$ cat src/rtl/uart_loader_if.sv
// RAM write-port bundle driven by uart_loader: write strobe, word address and write data.
interface uart_loader_if #(
  parameter int WIDTH = 32
);
  logic             wram;
  logic [WIDTH-1:0] ramaddress;
  logic [WIDTH-1:0] wramdata;

  modport master (output wram, ramaddress, wramdata);
  modport slave  (input  wram, ramaddress, wramdata);
endinterface

$ cat src/rtl/uart_loader.sv
// UART receiver that packs little-endian byte quads into 32-bit words and writes them to RAM.
// Define UART_LOADER_PARITY_EN for 8E1 framing with a PARITY state; otherwise frames are 8N1.
//
// state    | meaning
// ---------+-----------------------------------------------------------
// S_IDLE   | line idle, waiting for rx low
// S_START  | timing to mid start bit, rejecting glitches
// S_DATA   | sampling 8 data bits LSB first
// S_PARITY | sampling the even-parity bit (parity build only)
// S_STOP   | sampling stop bit, accepting or discarding the byte
module uart_loader #(
  parameter int          WIDTH        = 32,
  parameter int          CLKS_PER_BIT = 16,
  parameter int unsigned BASEADDR     = 0,
  parameter int          WORDS        = 4096
) (
  input  logic          clk,
  input  logic          nrst,
  input  logic          datai,
  uart_loader_if.master ram,
  output logic          busy,
  output logic          done,
  output logic          ferr
);

  localparam int TW = $clog2(CLKS_PER_BIT);
  localparam int IW = $clog2(WORDS + 1);
  localparam logic [TW-1:0] HALF_TC  = TW'(CLKS_PER_BIT / 2 - 1);
  localparam logic [TW-1:0] FULL_TC  = TW'(CLKS_PER_BIT - 1);
  localparam logic [IW-1:0] IDX_LAST = IW'(WORDS);

  typedef enum logic [2:0] {
    S_IDLE,
    S_START,
    S_DATA,
`ifdef UART_LOADER_PARITY_EN
    S_PARITY,
`endif
    S_STOP
  } state_t;

  state_t           state_q, state_d;
  logic             rx_meta_q, rx_meta_d;
  logic             rx_q, rx_d;
  logic [TW-1:0]    tick_q, tick_d;
  logic [2:0]       bit_q, bit_d;
  logic [7:0]       shift_q, shift_d;
  logic [1:0]       lane_q, lane_d;
  logic [WIDTH-1:0] word_q, word_d;
  logic [IW-1:0]    idx_q, idx_d;
  logic             wram_q, wram_d;
  logic [WIDTH-1:0] addr_q, addr_d;
  logic [WIDTH-1:0] wdata_q, wdata_d;
  logic             busy_q, busy_d;
  logic             done_q, done_d;
  logic             ferr_q, ferr_d;
  logic             full;
  logic             par_bad;

`ifdef UART_LOADER_PARITY_EN
  logic par_q, par_d;
  assign par_bad = ^{shift_q, par_q};
`else
  assign par_bad = 1'b0;
`endif

  // Once all words are written, framing continues but lane/idx freeze.
  assign full = (idx_q == IDX_LAST);

  always_comb begin
    state_d   = state_q;
    rx_meta_d = datai;
    rx_d      = rx_meta_q;
    tick_d    = tick_q;
    bit_d     = bit_q;
    shift_d   = shift_q;
    lane_d    = lane_q;
    word_d    = word_q;
    idx_d     = idx_q;
    wram_d    = 1'b0;
    addr_d    = addr_q;
    wdata_d   = wdata_q;
    ferr_d    = 1'b0;
    done_d    = done_q | full;
`ifdef UART_LOADER_PARITY_EN
    par_d     = par_q;
`endif

    unique case (state_q)
      S_IDLE: begin
        if (!rx_q) begin
          state_d = S_START;
          tick_d  = HALF_TC;
        end
      end

      S_START: begin
        if (tick_q == '0) begin
          if (!rx_q) begin
            state_d = S_DATA;
            tick_d  = FULL_TC;
            bit_d   = '0;
          end else begin
            state_d = S_IDLE;
          end
        end else begin
          tick_d = tick_q - 1'b1;
        end
      end

      S_DATA: begin
        if (tick_q == '0) begin
          shift_d = {rx_q, shift_q[7:1]};
          tick_d  = FULL_TC;
          bit_d   = bit_q + 1'b1;
          if (bit_q == 3'd7) begin
`ifdef UART_LOADER_PARITY_EN
            state_d = S_PARITY;
`else
            state_d = S_STOP;
`endif
          end
        end else begin
          tick_d = tick_q - 1'b1;
        end
      end

`ifdef UART_LOADER_PARITY_EN
      S_PARITY: begin
        if (tick_q == '0) begin
          par_d   = rx_q;
          tick_d  = FULL_TC;
          state_d = S_STOP;
        end else begin
          tick_d = tick_q - 1'b1;
        end
      end
`endif

      S_STOP: begin
        if (tick_q == '0) begin
          state_d = S_IDLE;
          if (!rx_q || par_bad) begin
            ferr_d = 1'b1;
          end else if (!full) begin
            word_d[{lane_q, 3'b000} +: 8] = shift_q;
            lane_d = lane_q + 1'b1;
            // Lane 3 completes the word: issue the write straight from the new byte.
            if (lane_q == 2'd3) begin
              wram_d  = 1'b1;
              addr_d  = WIDTH'(BASEADDR) + WIDTH'(idx_q);
              wdata_d = {shift_q, word_q[WIDTH-9:0]};
              idx_d   = idx_q + 1'b1;
            end
          end
        end else begin
          tick_d = tick_q - 1'b1;
        end
      end

      default: state_d = S_IDLE;
    endcase

    busy_d = (state_d != S_IDLE);
  end

  always_ff @(posedge clk) begin
    if (!nrst) begin
      state_q   <= S_IDLE;
      rx_meta_q <= 1'b1;
      rx_q      <= 1'b1;
      tick_q    <= '0;
      bit_q     <= '0;
      shift_q   <= '0;
      lane_q    <= '0;
      word_q    <= '0;
      idx_q     <= '0;
      wram_q    <= 1'b0;
      addr_q    <= WIDTH'(BASEADDR);
      wdata_q   <= '0;
      busy_q    <= 1'b0;
      done_q    <= 1'b0;
      ferr_q    <= 1'b0;
`ifdef UART_LOADER_PARITY_EN
      par_q     <= 1'b0;
`endif
    end else begin
      state_q   <= state_d;
      rx_meta_q <= rx_meta_d;
      rx_q      <= rx_d;
      tick_q    <= tick_d;
      bit_q     <= bit_d;
      shift_q   <= shift_d;
      lane_q    <= lane_d;
      word_q    <= word_d;
      idx_q     <= idx_d;
      wram_q    <= wram_d;
      addr_q    <= addr_d;
      wdata_q   <= wdata_d;
      busy_q    <= busy_d;
      done_q    <= done_d;
      ferr_q    <= ferr_d;
`ifdef UART_LOADER_PARITY_EN
      par_q     <= par_d;
`endif
    end
  end

  assign ram.wram       = wram_q;
  assign ram.ramaddress = addr_q;
  assign ram.wramdata   = wdata_q;
  assign busy           = busy_q;
  assign done           = done_q;
  assign ferr           = ferr_q;

endmodule

$ cat src/flat_wrapper.sv
// flat-port wrapper written by rule: the top's interface ports become plain ports
module uart_loader_flat 
#(
  parameter int          WIDTH        = 32,
  parameter int          CLKS_PER_BIT = 16,
  parameter int unsigned BASEADDR     = 0,
  parameter int          WORDS        = 4096
)
  (clk, nrst, datai, busy, done, ferr, ram_wram, ram_ramaddress, ram_wramdata);
  uart_loader_if #(.WIDTH(WIDTH)) ram_i ();
  input  logic clk;
  input  logic nrst;
  input  logic datai;
  output logic busy;
  output logic done;
  output logic ferr;
  output wire logic [$bits(ram_i.wram)-1:0] ram_wram;
  output wire logic [$bits(ram_i.ramaddress)-1:0] ram_ramaddress;
  output wire logic [$bits(ram_i.wramdata)-1:0] ram_wramdata;
  assign ram_wram = ram_i.wram;
  assign ram_ramaddress = ram_i.ramaddress;
  assign ram_wramdata = ram_i.wramdata;
  uart_loader #(.WIDTH(WIDTH), .CLKS_PER_BIT(CLKS_PER_BIT), .BASEADDR(BASEADDR), .WORDS(WORDS)) u_core (.clk(clk), .nrst(nrst), .datai(datai), .ram(ram_i), .busy(busy), .done(done), .ferr(ferr));
endmodule
$ cat config.mk
export PLATFORM = sky130hd
export DESIGN_NAME = uart_loader_flat
export DESIGN_NICKNAME = d
export VERILOG_FILES = /design/src/rtl/uart_loader_if.sv /design/src/rtl/uart_loader.sv /design/src/flat_wrapper.sv
export SDC_FILE = /design/constraint.sdc
export NUM_CORES = 1
export LEC_CHECK = 0
export BUFFER_PORTS_ARGS = -buffer_cell sky130_fd_sc_hd__buf_2
export CAP_MARGIN = 15
export CORE_MARGIN = 5
export CORE_UTILIZATION = 23
export CTS_CLUSTER_SIZE = 8
export DETAILED_ROUTE_END_ITERATION = 6
export HOLD_SLACK_MARGIN = 0.12
export PLACE_DENSITY_LB_ADDON = 0.12
export SETUP_SLACK_MARGIN = 0.1
export SLEW_MARGIN = 30
export SYNTH_ARGS = -nofsm -noshare
export SYNTH_HDL_FRONTEND = slang
export SYNTH_SLANG_ARGS = --single-unit
$ cat constraint.sdc
create_clock -name clk -period 1.9 [get_ports clk]
set_clock_uncertainty 0.2 [all_clocks]
set_input_delay 0.19 -clock clk [delete_from_list [all_inputs] [get_ports clk]]
set_output_delay 0.19 -clock clk [all_outputs]
set_load 0.01 [all_outputs]
==> results.sh <==
export IMPL_status="complete, but fails checks"
export IMPL_violations="setup timing"
export IMPL_required_ns=1.98
export IMPL_drt_pass1_iterations=5
export IMPL_reg2reg_to="u_core.ram.wramdata[3]$_SDFFE_PN0P_"
export IMPL_worstHoldPathCells=1
export IMPL_hold_slack_ns=0.2224
export IMPL_cp_top_family="buffers and inverters"
export IMPL_drive_above_1_share_pct=31.93
export IMPL_cp_slowest_cell="dfxtp_2"
export IMPL_io_pins=71
export IMPL_grt_max_degree=67
export IMPL_root_buffer="clkbuf_16"
export IMPL_numCtsBuffers=9
export IMPL_antenna_cells=0
export IMPL_htree_levels=3
export IMPL_vias=3765
export IMPL_areaGrowthSynthToFinish_pct=38.71
export IMPL_cts_buffer_depth=2
export IMPL_synthArstFlopShare_pct=0
export IMPL_row_count=52
export IMPL_cp_common_cell="buf_4"
export IMPL_syn_area_um2=4722
export IMPL_synth_ff_type="dfxtp_1"
export IMPL_overflow=0
export IMPL_highest_layer="met4"
export IMPL_cts_tree="built"
export IMPL_route_met3_wl_um=506
export IMPL_synthDominantCellAreaShare_pct=45.79
export IMPL_hold_class="reg2reg"
export IMPL_die_h_um=153.3
export IMPL_clock_latency_ns=0.35
export IMPL_drt_total_wl_um=12950
export IMPL_synth_common_cells="dfxtp_1 (108), nand2_1 (102), mux2i_1 (86)"
export IMPL_synth_edf_count=0
export IMPL_route_detailed_drc=0
export IMPL_place_ws_ns=-0.1433
export IMPL_period_minus_slack_ns=1.960
export IMPL_hp_start="u_core.rx_d$_SDFF_PN1_"
export IMPL_critPathCaptureType="register"
export IMPL_reg2reg_slack_ns=-0.06
export IMPL_maxCapViolCount=0
export IMPL_drt_initial_drc_count=183
export IMPL_grt_pass1_wl_um=19320
export IMPL_rsz0062_at_grt="yes"
export IMPL_vdd_drop_max_mv=0.3996
export IMPL_critPathKind="reg2reg"
export IMPL_p_leak_uw=0.002525
export IMPL_powerDensity_nw_per_um2=661.2
export IMPL_critPathArrivalTime_ns=2.04
export IMPL_dieArea_um2=23500
export IMPL_hpwl_um=8158
export IMPL_final_max_slew_viol_count=0
export IMPL_post_synth_top_count_cell="dfxtp_1"
export IMPL_routed_wl_met2_um=6168
export IMPL_ys_ff_latch=108
export IMPL_synth_area_leaders="dfxtp_1 (46%), mux2i_1 (18%), nand2_1 (8.1%), buf_4 (4.3%), nand3_1 (3.2%)"
export IMPL_core_area_um2=20230
export IMPL_slowest_delay_ns=0.33
export IMPL_antenna_found_initial=0
export IMPL_path_max_fanout=6
export IMPL_antenna_left=0
export IMPL_synth_cells=502
export IMPL_max_freq_ghz=0.5103
export IMPL_fin_crit_sh_pct=103.1
export IMPL_path_clk_slew_ns=0.08
export IMPL_io_buffers=51
export IMPL_syn_avg_cell_area_um2=9.406
export IMPL_startpoint_type="register"
export IMPL_wl_met1_um=6129
export IMPL_fin_ws_ns=-0.05968
export IMPL_initial_utilization_pct=23.34
export IMPL_r2r_start="u_core.tick_q[1]$_SDFFE_PN0P_"
export IMPL_synthDistinctLibCells=45
export IMPL_routed_via_density=4.245
export IMPL_hold_path_end="u_core.rx_q$_SDFF_PN1_"
export IMPL_cts_sinks=108
export IMPL_chipWidth_um=153.3
export IMPL_hold_viol_final=0
export IMPL_setup_viol=50
export IMPL_crit_chain="inv_2, ha_4, nor3b_4, buf_4, nand3_4, nor2_8, buf_4, clkbuf_16, mux2i_1"
export IMPL_reg2reg_depth=9
export IMPL_yosysWarnings=0
export IMPL_yosysSeqAreaShare_pct=45.79
export IMPL_num_nets_final=626
export IMPL_wire_per_inst_um=14.60
export IMPL_gp_congestion=0.7538
export IMPL_yosys_area_top_type="dfxtp_1"
export IMPL_grt_pass1_vias=3615
export IMPL_grtUsageTotal_pct=9.999
export IMPL_crit_buf_inv=4
[placed cells by master (no fill, tap or decap), types with 3 or more instances in the layout]
cell           count
nand2_1           99
a21oi_2            5
buf_2             50
nor3b_4            5
conb_1            20
o21ai_0            3
dfxtp_2            6
nand3_4            3
buf_6              9
dlygate4sd3_1      3
clkbuf_16         16
dfxtp_1          102
nor3_4             4
buf_8              4
nand3_1           28
buf_12             5
o211ai_1           3
o31ai_1            3
ha_1               8
nand4_1            7
buf_4             52
nor4_4             4
inv_1              6
nor3b_2            3
nand2_2            3
mux2i_1           86
nand2b_1           9
nor2_1            21
[state kept, by name, indices dropped and copies added, names as in the netlist]
signal / flops
u_core.ram.ramaddress: 13
u_core.tick_q: 4
u_core.word_q: 24
u_core.busy: 1
u_core.rx_q: 1
u_core.shift_q: 8
u_core.idx_q: 13
u_core.ram.wram: 1
u_core.ferr: 1
u_core.done: 1
u_core.rx_d: 1
u_core.state_q: 3
u_core.bit_q: 3
u_core.ram.wramdata: 32
u_core.lane_q: 2
[per-stage QoR]
| stage | setup TNS [ns] | instances | power (uW) | utilization [%] | area [um^2] |
|---|---|---|---|---|---|
| 2_1_floorplan | 0 | 521 | 2465 | - | 4827 |
| 3_3_place_gp | -3.672 | 842 | 2491 | 27.37 | 5539 |
| 3_5_place_dp | -3.395 | 842 | 2492 | 27.37 | 5539 |
| 4_1_cts | -0.03673 | 868 | 4355 | 30.05 | 6081 |
| 5_1_grt | -7.628 | 887 | 4528 | 32.37 | 6550 |
| 6_report | -1.112 | 887 | 4331 | 32.37 | 6550 |
[power by group]
group          total (uW)  switching, uW  internal (uW)
logic                 238            143           95.3
clock network        1820            907            912
registers            2270           5.09           2270
[worst register-to-register path: stages, from the launching register on]
cell and delay, ns:
dfxtp_2 0.33, inv_2 0.07, ha_4 0.14, nor3b_4 0.26
buf_4 0.17, nand3_4 0.11, nor2_8 0.13, buf_4 0.16
clkbuf_16 0.16, mux2i_1 0.19
[cells by family (layout without fill, tap and decap cells)]
group           Yosys count  in the layout  synth area share [%]
compound gates           28             28                 3.921
fa+ha+maj                11             11                 2.915
buf+inv                  60            156                 7.101
flops                   108            108                 45.79
mux                      87             87                 18.47
other cells               1             20               0.07942
simple gates            207            207                 21.73
[timing repair]
action                                  in CTS  in global routing
gates resized for setup                     37                 41
hold buffers                                 3                  0
pin swaps                                   10                 20
cloned                                       0                  9
buffers inserted                             7                 11
endpoints found under the hold margin        6                  0
endpoints found under the setup margin      88                103
[routing by layer]
layer,vias to the layer above,GRT usage [%]
met1,1786,13.28
li1,1901,-
met5,-,0
met2,66,16.37
met3,12,2.629
met4,0,2.164
[how the worst max path moves through the flow]
stage | end | cells past startpoint | slack (ns) | startpoint
floorplan | u_core.word_q[16]$_SDFFE_PN0P_ | 8 | 0.07 | u_core.tick_q[0]$_SDFFE_PN0P_
global placement | u_core.word_q[23]$_SDFFE_PN0P_ | 8 | -0.12 | u_core.tick_q[0]$_SDFFE_PN0P_
detailed placement | u_core.word_q[23]$_SDFFE_PN0P_ | 8 | -0.14 | u_core.tick_q[0]$_SDFFE_PN0P_
CTS | u_core.idx_q[4]$_SDFFE_PN0P_ | 7 | -0.01 | u_core.tick_q[1]$_SDFFE_PN0P_
global route | u_core.ram.wramdata[24]$_SDFFE_PN0P_ | 9 | -0.13 | u_core.tick_q[0]$_SDFFE_PN0P_
finish | u_core.ram.wramdata[3]$_SDFFE_PN0P_ | 9 | -0.06 | u_core.tick_q[1]$_SDFFE_PN0P_
[cell type report]
type,count,area (um^2)
sequential,108,2170
tap,270,337.8
inverter,9,33.78
timing repair buffer,131,1135
clock buffer,11,232.7
clock inverter,5,45.04
fill,2080,13680
multi-input combinational,353,2596
Power figures use the tool's default switching activity.
